### src/rtl/alu_exec_stage.sv
// alu_exec_stage: registered ALU execute stage with valid/ready handshake.
// Single-cycle ops: ADD, SUB, AND, OR, SLT. Unsupported codes complete with Illegal=1.
// Optional multiplier, enabled by the ALU_EXEC_MUL_EN macro: a shift-add unit
// that retires one multiplier bit per cycle over WIDTH cycles.
module alu_exec_stage #(
    parameter int WIDTH = 32
) (
    input  logic             clk,
    input  logic             rst,
    input  logic             in_valid,
    output logic             in_ready,
    input  logic [2:0]       ALU_CNTL,
    input  logic [WIDTH-1:0] SrcA,
    input  logic [WIDTH-1:0] SrcB,
    output logic             out_valid,
    input  logic             out_ready,
    output logic [WIDTH-1:0] Result,
    output logic             Zero,
    output logic             Illegal,
    output logic             Busy
);

    localparam logic [2:0] OP_ADD = 3'b000;
    localparam logic [2:0] OP_SUB = 3'b001;
    localparam logic [2:0] OP_AND = 3'b010;
    localparam logic [2:0] OP_OR  = 3'b011;
    localparam logic [2:0] OP_SLT = 3'b101;

    logic             out_valid_q, out_valid_d;
    logic [WIDTH-1:0] result_q, result_d;
    logic             zero_q, zero_d;
    logic             illegal_q, illegal_d;
    logic [WIDTH-1:0] alu_res;
    logic             alu_ill;
    logic             accept;

`ifdef ALU_EXEC_MUL_EN
    localparam logic [2:0] OP_MUL = 3'b100;
    localparam int CW = $clog2(WIDTH);

    typedef enum logic {IDLE, MUL} state_t;

    state_t           state_q, state_d;
    logic [CW-1:0]    cnt_q, cnt_d;
    logic [WIDTH-1:0] acc_q, acc_d;
    logic [WIDTH-1:0] mcand_q, mcand_d;
    logic [WIDTH-1:0] mplier_q, mplier_d;
    logic [WIDTH-1:0] acc_step;

    assign in_ready = (state_q == IDLE) && (!out_valid_q || out_ready);
    assign Busy     = (state_q == MUL);
`else
    // Without the multiplier there is only an idle state, so no state register.
    assign in_ready = !out_valid_q || out_ready;
    assign Busy     = 1'b0;
`endif

    assign accept    = in_valid && in_ready;
    assign out_valid = out_valid_q;
    assign Result    = result_q;
    assign Zero      = zero_q;
    assign Illegal   = illegal_q;

    // Single-cycle datapath; unsupported codes yield a zero result and the illegal flag.
    always_comb begin
        alu_res = '0;
        alu_ill = 1'b0;
        case (ALU_CNTL)
            OP_ADD:  alu_res = SrcA + SrcB;
            OP_SUB:  alu_res = SrcA - SrcB;
            OP_AND:  alu_res = SrcA & SrcB;
            OP_OR:   alu_res = SrcA | SrcB;
            OP_SLT:  alu_res = {{(WIDTH-1){1'b0}}, ($signed(SrcA) < $signed(SrcB))};
            default: alu_ill = 1'b1;
        endcase
    end

    // Next-state: output hold/consume, single-cycle retire, multiply iteration.
    always_comb begin
        out_valid_d = out_valid_q;
        result_d    = result_q;
        zero_d      = zero_q;
        illegal_d   = illegal_q;
        if (out_valid_q && out_ready)
            out_valid_d = 1'b0;
`ifdef ALU_EXEC_MUL_EN
        state_d  = state_q;
        cnt_d    = cnt_q;
        acc_d    = acc_q;
        mcand_d  = mcand_q;
        mplier_d = mplier_q;
        acc_step = mplier_q[0] ? acc_q + mcand_q : acc_q;
        if (state_q == MUL) begin
            acc_d    = acc_step;
            mcand_d  = mcand_q << 1;
            mplier_d = mplier_q >> 1;
            cnt_d    = cnt_q + 1'b1;
            // Last multiplier bit: retire the product straight from the adder.
            if (cnt_q == CW'(WIDTH-1)) begin
                state_d     = IDLE;
                cnt_d       = '0;
                out_valid_d = 1'b1;
                result_d    = acc_step;
                zero_d      = (acc_step == '0);
                illegal_d   = 1'b0;
            end
        end else if (accept && ALU_CNTL == OP_MUL) begin
            state_d  = MUL;
            cnt_d    = '0;
            acc_d    = '0;
            mcand_d  = SrcA;
            mplier_d = SrcB;
        end else
`endif
        if (accept) begin
            out_valid_d = 1'b1;
            result_d    = alu_res;
            zero_d      = (alu_res == '0);
            illegal_d   = alu_ill;
        end
    end

    // State registers with asynchronous reset; reset also aborts a multiply.
    always_ff @(posedge clk or posedge rst) begin
        if (rst) begin
            out_valid_q <= 1'b0;
            result_q    <= '0;
            zero_q      <= 1'b0;
            illegal_q   <= 1'b0;
`ifdef ALU_EXEC_MUL_EN
            state_q     <= IDLE;
            cnt_q       <= '0;
            acc_q       <= '0;
            mcand_q     <= '0;
            mplier_q    <= '0;
`endif
        end else begin
            out_valid_q <= out_valid_d;
            result_q    <= result_d;
            zero_q      <= zero_d;
            illegal_q   <= illegal_d;
`ifdef ALU_EXEC_MUL_EN
            state_q     <= state_d;
            cnt_q       <= cnt_d;
            acc_q       <= acc_d;
            mcand_q     <= mcand_d;
            mplier_q    <= mplier_d;
`endif
        end
    end

endmodule

### config.mk
export PLATFORM = sky130hd
export DESIGN_NAME = alu_exec_stage
export DESIGN_NICKNAME = d
export VERILOG_FILES = /design/src/rtl/alu_exec_stage.sv
export SDC_FILE = /design/constraint.sdc
export NUM_CORES = 1
export LEC_CHECK = 0
export CAP_MARGIN = 20
export CORE_AREA = 3 3 105 127
export DETAILED_ROUTE_END_ITERATION = 6
export DIE_AREA = 0 0 108 130
export PLACE_DENSITY = 0.81
export SETUP_SLACK_MARGIN = 0.4
export SLEW_MARGIN = 30
export SYNTH_ARGS = -nofsm -noshare
export SYNTH_HDL_FRONTEND = slang
export SYNTH_SLANG_ARGS = --single-unit
### constraint.sdc
create_clock -name clk -period 2.2 [get_ports clk]
set_input_delay 0.22 -clock clk [delete_from_list [all_inputs] [get_ports clk]]
set_output_delay 0.22 -clock clk [all_outputs]
set_load 0.05 [all_outputs]
==> summary.txt, run 1 <==
outcome: stopped before the end
Fail Step: 5_1_grt
First Error: [ERROR GRT-0116] Global routing finished with congestion. Check the congestion regions in the DRC Viewer.
first-pass GRT wire length: 75910 um
Yosys reg bits: 35
top post-synthesis cells by count: ha_1, inv_1, a21oi_1, nand2_1, o21ai_0
Cells after Synth: 898
H-tree Lvls: 2
cell taking the most area after synthesis: ha_1
top_reg_cell synth: dfrtp_1
dpl cell area: 0.01055 mm2
synth top area cells: ha_1, dfrtp_1, a21oi_1
PortBufs: 106
Die H: 130 um
die width: 108 um
Clock Sinks: 35
Global Route Usage Sum: 71.23%
Longest Clk Path Bufs: 2
# rows: 44
vias in the first global route: 12740
post-synthesis cell type count: 81
io pins: 108
root buf cell: clkbuf_16
clock buffer count from CTS: 5
Placer Congestion: 0.9985
Seq/Total Area, Yosys: 13.14%
Post-synth ARST share: 100.0%
Synth Cell Area: 0.006664 mm2
Post-synth EDFFs: 0
Initial Util: 54.77%
Mapped Nets: 1078
pin count of the biggest net entering global routing: 53
detailed placement HPWL: 22430 um
total grt overflow: 7
most frequent cell after synthesis: ha_1
Yosys top cell area share: 20.09%
placed cells: 1435
synthesis warning total: 0
synthesized area per cell: 7.421 um2
==> timing repair <==
item | in CTS
hold buffers | 0
buffers inserted | 54
endpoints found under the setup margin | 33
resized for setup | 288
pin swaps | 121
==> layer usage <==
metal  overflow  track usage, %
met1          0           69.52
met2          5           90.89
met3          0           53.88
met4          2           74.00
met5          0           11.43
==> metrics by stage <==
stage	worst slack (ns)	TNS, ns	utilization [%]
2_1_floorplan	-0.7918	-4.044	-
3_3_place_gp	-1.749	-32.01	86.72
3_5_place_dp	-1.814	-34.68	86.72
4_1_cts	-1.100	-12.64	96.66
==> cell families after synthesis <==
family          synth area share, %
flops                         13.14
mux                           3.586
buf+inv                       10.57
xor+xnor                      1.709
fa+ha+maj                     20.69
compound gates                33.29
simple gates                  16.95
other cells                 0.05627
==> inputs of run 2 (changes only) <==
CORE_AREA = 3 3 134 136   (was 3 3 105 127)
DIE_AREA = 0 0 137 139   (was 0 0 108 130)
PLACE_DENSITY = default   (was 0.81)
PLACE_DENSITY_LB_ADDON = 0.15   (was default)
SETUP_SLACK_MARGIN = default   (was 0.4)
==> run 2 against run 1 <==
  * The flow now finishes, with violations (setup timing)
  * Synthesized area stayed put
  * Synthesized cell count stayed put
==> summary.txt, run 2 <==
outcome: finished with violations
failing checks: setup timing
fin crit share: 147.1%
# rows: 48 (+9.1%)
worst min path class: input port to asynchronous set/reset pin
CP startpoint kind: input port
Area growth, synth to finish: 85.05%
# diodes: 0
FMAX: 308.9 MHz
Post-synth EDFFs: 0 (unchanged)
Final setup viols: 26
crit path kind: input port to flip-flop
PnR worst setup slack: -1.037 ns
Initial Util: 39.07% (-16 points)
Final Hold Viols: 0
most common cell after layout, fill and taps aside: buf_4
CP endpoint kind: flip-flop
max reg flops: 32
mux cell area share after synthesis: 3.586% (unchanged)
placed cells: 1483 (+3.3%)
vias in the first global route: 8381
CORE AREA: 0.01706 mm2
synthesized area per cell: 7.421 um2 (unchanged)
CP peak stage delay: 0.38 ns
Avg Vias per Cell: 5.589
Longest Clk Path Bufs: 2 (unchanged)
total grt overflow: 0
post-synthesis cell type count: 81 (unchanged)
Synth Cell Area: 0.006664 mm2 (unchanged)
Yosys top cell area share: 20.09% (unchanged)
routed len/inst: 17.96 um
Mapped Nets: 1078 (unchanged)
final hold slack: 0.3592 ns
die width: 137 um (+27%)
Final Max Tran Viols: 0
minimum clock period: 3.237 ns
worst skew pair latency: 0.28 ns
Seq/Total Area, Yosys: 13.14% (unchanged)
PwrDens: 425.7 mW/mm2
drt initial violations: 729
antenna violations before repair: 0
Leak Pwr: 5.648 nW
share of layout cells above drive strength 1: 51.27%
most frequent cell after synthesis: ha_1
full die area: 0.01904 mm2
detailed placement HPWL: 20460 um (-8.8%)
Layout Nets: 1515
Fill cells: 1288
Die H: 139 um (+6.9%)
top_reg_cell synth: dfrtp_1
CTS tree: yes
first-pass GRT wire length: 42010 um
CP delay by family, top: simple AND/OR/NAND/NOR gates
Placer Congestion: 0.9704 (-2.8%)
crit-path cells: buf_8 -> ha_4 -> inv_4 -> fa_2 -> nor2b_4 -> o211ai_1 -> buf_4 -> a21o_4 -> and2_4 -> o31a_1 -> and3_4 -> a2111oi_4 -> nand4_1 -> nor4b_2 -> nand4_1 -> nor4b_2 -> a41o_1
pin count of the biggest net entering global routing: 53
Clock Sinks: 35 (unchanged)
cell taking the most area after synthesis: ha_1
DRC violations left: 0
PortBufs: 106 (unchanged)
DR pass1 iterations: 7
Post-Synth XOR/XNOR Area: 1.709% (unchanged)
Clock Skew: 0.004771 ns
Synth Area in Compound Gates: 33.29% (unchanged)
RSZ-0062 raised after global routing: true
DRT antenna net count: 0
top post-synthesis cells by count: ha_1, inv_1, a21oi_1, nand2_1, o21ai_0
Req. time, crit path: 2.42 ns
most frequent cells in the layout: buf_4, ha_1, nand2_1, clkdlybuf4s50_1, nor2_1
clock buffer count from CTS: 5 (unchanged)
maxcap violations: 0
Vias: 8725
synth top area cells: ha_1, dfrtp_1, a21oi_1
synthesis warning total: 0 (unchanged)
Post-synth ARST share: 100.0% (unchanged)
main combinational cell family by area after synthesis: compound AO/OA/AOI/OAI gates
Global Route Usage Sum: 26.99%
DRT Wirelength: 28040 um
io pins: 108 (unchanged)
Rel. slew slack: 48.63%
root buf cell: clkbuf_16
CTS Hold Bufs: 0 (unchanged)
worst path bufs/invs: 3
worst-path fanout max: 2
H-tree Lvls: 2 (unchanged)
Yosys reg bits: 35 (unchanged)
Synth Area in Adders: 20.69% (unchanged)
post-synthesis simple-gate area fraction: 16.95% (unchanged)
critical path arrival: 3.46 ns
worst vdd ir: 0.3930 mV
Post-Layout Cell Count: 1561
CP max stage cell: fa_2
Slew @ Worst Pin: 0.7677 ns
Cells after Synth: 898 (unchanged)
Reg clk slew, reported paths: 0.06 ns
run 2: cell counts after synthesis:
Identical to the previous run, type by type.
run 2: layout make-up:
type                            count  area (um2)  area share, %
Timing Repair Buffer              484        4034          32.71
Clock buffer                        5       125.1          1.015
Tap cell                          225       281.5          2.283
Clock inverter                      3       15.01         0.1218
Multi-Input combinational cell    708        6553          53.14
Inverter                          101       447.9          3.632
Sequential cell                    35       875.8          7.102
run 2: tightest hold or removal path, delay by kind of cell:
kind | cells | cell delay, ns
buffers and inverters | 3 | 0.86
run 2: path summary, 6_finish.rpt:
path / startpoint / to / slack (ns) / depth (start not counted)
max: SrcB[0] / Zero / -1.04 / 17
min: rst / Result[24] / 0.36 / 3
max reg2reg: out_valid / Zero / -0.06 / 10
min reg2reg: Result[28] / Result[28] / 0.48 / 2
max in group asynchronous: rst / Result[13] / 1.51 / 3
min in group clk: Result[28] / Result[28] / 0.48 / 2
run 2: where the power goes:
group	total [mW]	internal [mW]	leakage (nW)	switching, mW
sequential	0.841	0.755	0.444	0.0865
clock	0.681	0.413	0.0733	0.268
combinational	3.73	1.74	5.13	1.99
run 2: kinds of logic after synthesis:
family	Yosys count
adder cells (fa/ha/maj)	109
XOR/XNOR	13
AO/OA/AOI/OAI	331
flip-flops	35
multiplexers	21
AND/OR/NAND/NOR	233
other	1
buffers and inverters	155
run 2: timing repair:
item,CTS,global route
resized for setup,300,127
pin swaps,116,99
endpoints found under the setup margin,31,29
setup buffers,63,31
endpoints found under the hold margin,0,0
run 2: metrics by stage:
stage | power [mW] | instance area, um2 | util (%) | setup TNS, ns | setup slack (ns)
final | 5.250 | 12330 | 72.30 | -12.54 | -1.037
after global routing | 5.515 | 12330 | 72.30 | -14.70 | -1.224
after CTS | 4.921 | 11700 | 68.59 | -10.63 | -1.037
after detailed placement | 3.856 | 10450 | 61.29 | -33.87 | -1.793
after global placement | 3.826 | 10450 | 61.29 | -31.84 | -1.690
after floorplan | 2.500 | 7163 | - | -3.903 | -0.7930
run 2: layer usage:
| layer | up-vias | share of wire, % | global-route usage (%) |
|---|---|---|---|
| met2 | 433 | 46 | 43.71 |
| met3 | 96 | 7.2 | 4.644 |
| li1 | 4118 | - | - |
| met1 | 4078 | 43 | 36.86 |
| met5 | - | 0 | 0 |
| met4 | 0 | 3.7 | 7.405 |
No activity file was read; power rests on OpenSTA's default activity.
==> inputs of run 3 (changes only) <==
CORE_AREA = 3 3 126 128   (was 3 3 134 136)
DIE_AREA = 0 0 129 131   (was 0 0 137 139)
TNS_END_PERCENT = 20   (was default)
==> run 3 against run 2 <==
  * Die area decreased by 11%
  * The run ends with DRC, setup timing left
  * Highest routed layer unchanged
  * Critical path depth decreased by 1
  * Setup slack got worse by 0.15 ns
  * Total power shrank 3.0%
  * Sequential share of layout area up 0.33 points
  * Register-to-register slack gained 0.02 ns
==> summary.txt, run 3 (same netlist as run 2, synthesis figures left out) <==
crit path kind: input port to flip-flop
footprint of the multi-input gates: 0.006210 mm2 (-5.2%)
Reg clk slew, reported paths: 0.06 ns (about the same)
Post-Layout Cell Count: 1510 (-3.3%)
dpl cell area: 0.01031 mm2 (-1.4%)
Area growth, synth to finish: 76.89%
placed cells: 1442 (-2.8%)
routed len/inst: 18.83 um (+4.8%)
first-pass GRT wire length: 43010 um (+2.4%)
Longest Clk Path Bufs: 2 (unchanged)
Clock Sinks: 35 (unchanged)
DRT antenna net count: 0 (unchanged)
total grt overflow: 0 (unchanged)
Global Route Usage Sum: 31.56% (+4.6 points)
DRC violations left: 16 (+16)
Req. time, crit path: 2.41 ns (about the same)
PortBufs: 106 (unchanged)
post-layout instance area: 0.01179 mm2 (-4.4%)
pin count of the biggest net entering global routing: 53 (unchanged)
CTS Hold Bufs: 0 (unchanged)
Slew @ Worst Pin: 0.6872 ns (-0.08043 ns)
Final Hold Viols: 0 (unchanged)
DRT Wirelength: 28430 um (+1.4%)
vias in the first global route: 8349 (-0.38%)
drt initial violations: 923 (+27%)
Clock Skew: 0.005342 ns (+0.0005706 ns)
final hold slack: 0.3529 ns (-0.006255 ns)
clock buffer count from CTS: 5 (unchanged)
RSZ-0062 raised after global routing: true
H-tree Lvls: 2 (unchanged)
minimum clock period: 3.389 ns (+0.1515 ns)
CTS tree: yes
detailed placement HPWL: 19590 um (-4.2%)
Placer Congestion: 1.002 (+3.2%)
Rel. slew slack: 53.91% (+5.3 points)
DR pass1 iterations: 7 (unchanged)
Initial Util: 44.49% (+5.4 points)
fin crit share: 154.0% (+6.9 points)
# rows: 45 (-6.3%)
Layout Nets: 1502 (-0.86%)
worst min path class: input port to asynchronous set/reset pin
Die H: 131 um (-5.8%)
critical path arrival: 3.60 ns (+0.14 ns)
root buf cell: clkbuf_16
Final Max Tran Viols: 0 (unchanged)
PwrDens: 432.0 mW/mm2 (+1.5%)
outcome: finished with violations
FMAX: 295.1 MHz (-4.5%)
Seq. cell area: 875.8 um2 (unchanged)
most frequent cells in the layout: buf_4, ha_1, nand2_1, clkdlybuf4s50_1, nor2_1
io pins: 108 (unchanged)
Leak Pwr: 5.487 nW (-2.8%)
failing checks: DRC, setup timing
PnR worst setup slack: -1.189 ns (-0.1515 ns)
antenna violations before repair: 0 (unchanged)
CORE AREA: 0.01498 mm2 (-12%)
worst vdd ir: 0.3601 mV (-8.4%)
# diodes: 0 (unchanged)
die width: 129 um (-5.8%)
Fill cells: 1007 (-22%)
Avg Vias per Cell: 5.903 (+5.6%)
full die area: 0.01690 mm2 (-11%)
TNS Setup: -13.90 ns (-1.355 ns)
CP startpoint kind: input port
most common cell after layout, fill and taps aside: buf_4
max reg flops: 32 (unchanged)
Vias: 8914 (+2.2%)
worst skew pair latency: 0.28 ns (about the same)
worst-path fanout max: 3 (+1)
Final setup viols: 26 (unchanged)
share of layout cells above drive strength 1: 47.43% (-3.8 points)
Pwr Total: 5.092 mW (-3.0%)
maxcap violations: 0 (unchanged)
CP endpoint kind: flip-flop
## run 3: critical path, cell delays in order
cell	delay, ns
buf_2	0.12
buf_6	0.12
ha_1	0.22
a21oi_2	0.23
nor2b_1	0.30
a21o_1	0.21
and2_4	0.15
buf_4	0.13
o22ai_4	0.07
or3_4	0.38
a32oi_2	0.28
nand4_1	0.20
nor4b_2	0.34
nand4_1	0.16
nor4b_2	0.25
a41o_1	0.21
## run 3: where the power goes
group	switching, mW	internal [mW]
Sequential	0.0799	0.755
Combinational	1.91	1.65
Clock	0.260	0.442
Total	2.25	2.84
## run 3: worst paths after layout
kind	startpoint	end	slack, ns	cells after the start
setup / recovery	SrcA[3]	Zero	-1.19	16
hold / removal	rst	Result[25]	0.35	3
hold reg to reg	Result[17]	Result[17]	0.48	2
max in group asynchronous	rst	Result[18]	1.52	3
min in group clk	Result[17]	Result[17]	0.48	2
setup reg to reg	out_valid	Zero	-0.04	10
## run 3: stage by stage
stage / utilization [%] / setup WS, ns
5_1_grt: 78.71 / -1.342
2_1_floorplan: - / -0.7930
3_3_place_gp: 68.84 / -1.794
3_5_place_dp: 68.84 / -1.826
4_1_cts: 77.24 / -1.113
6_report: 78.71 / -1.189
## run 3: layout make-up
cell class	instances	share of cell area, %
inverter	101	3.620
multi-input combinational	708	52.68
clock inverter	1	0.04246
sequential	35	7.430
timing repair buffer	471	33.05
tap	188	1.996
clock buffer	6	1.178
## run 3: per-layer routing
metal / vias to the layer above / track usage, % / share of wire (%)
li1: 4088 / - / -
met1: 4183 / 41.92 / 41
met2: 533 / 53.51 / 47
met3: 110 / 4.228 / 9.0
met4: 0 / 9.389 / 3.4
met5: - / 0 / 0
## run 3: timing repair
action                     in CTS  in global routing
setup buffers                  67                  8
pin swaps                     103                 46
gates resized for setup       309                 57
gates cloned                    0                  0
setup endpoints to repair      31                 29
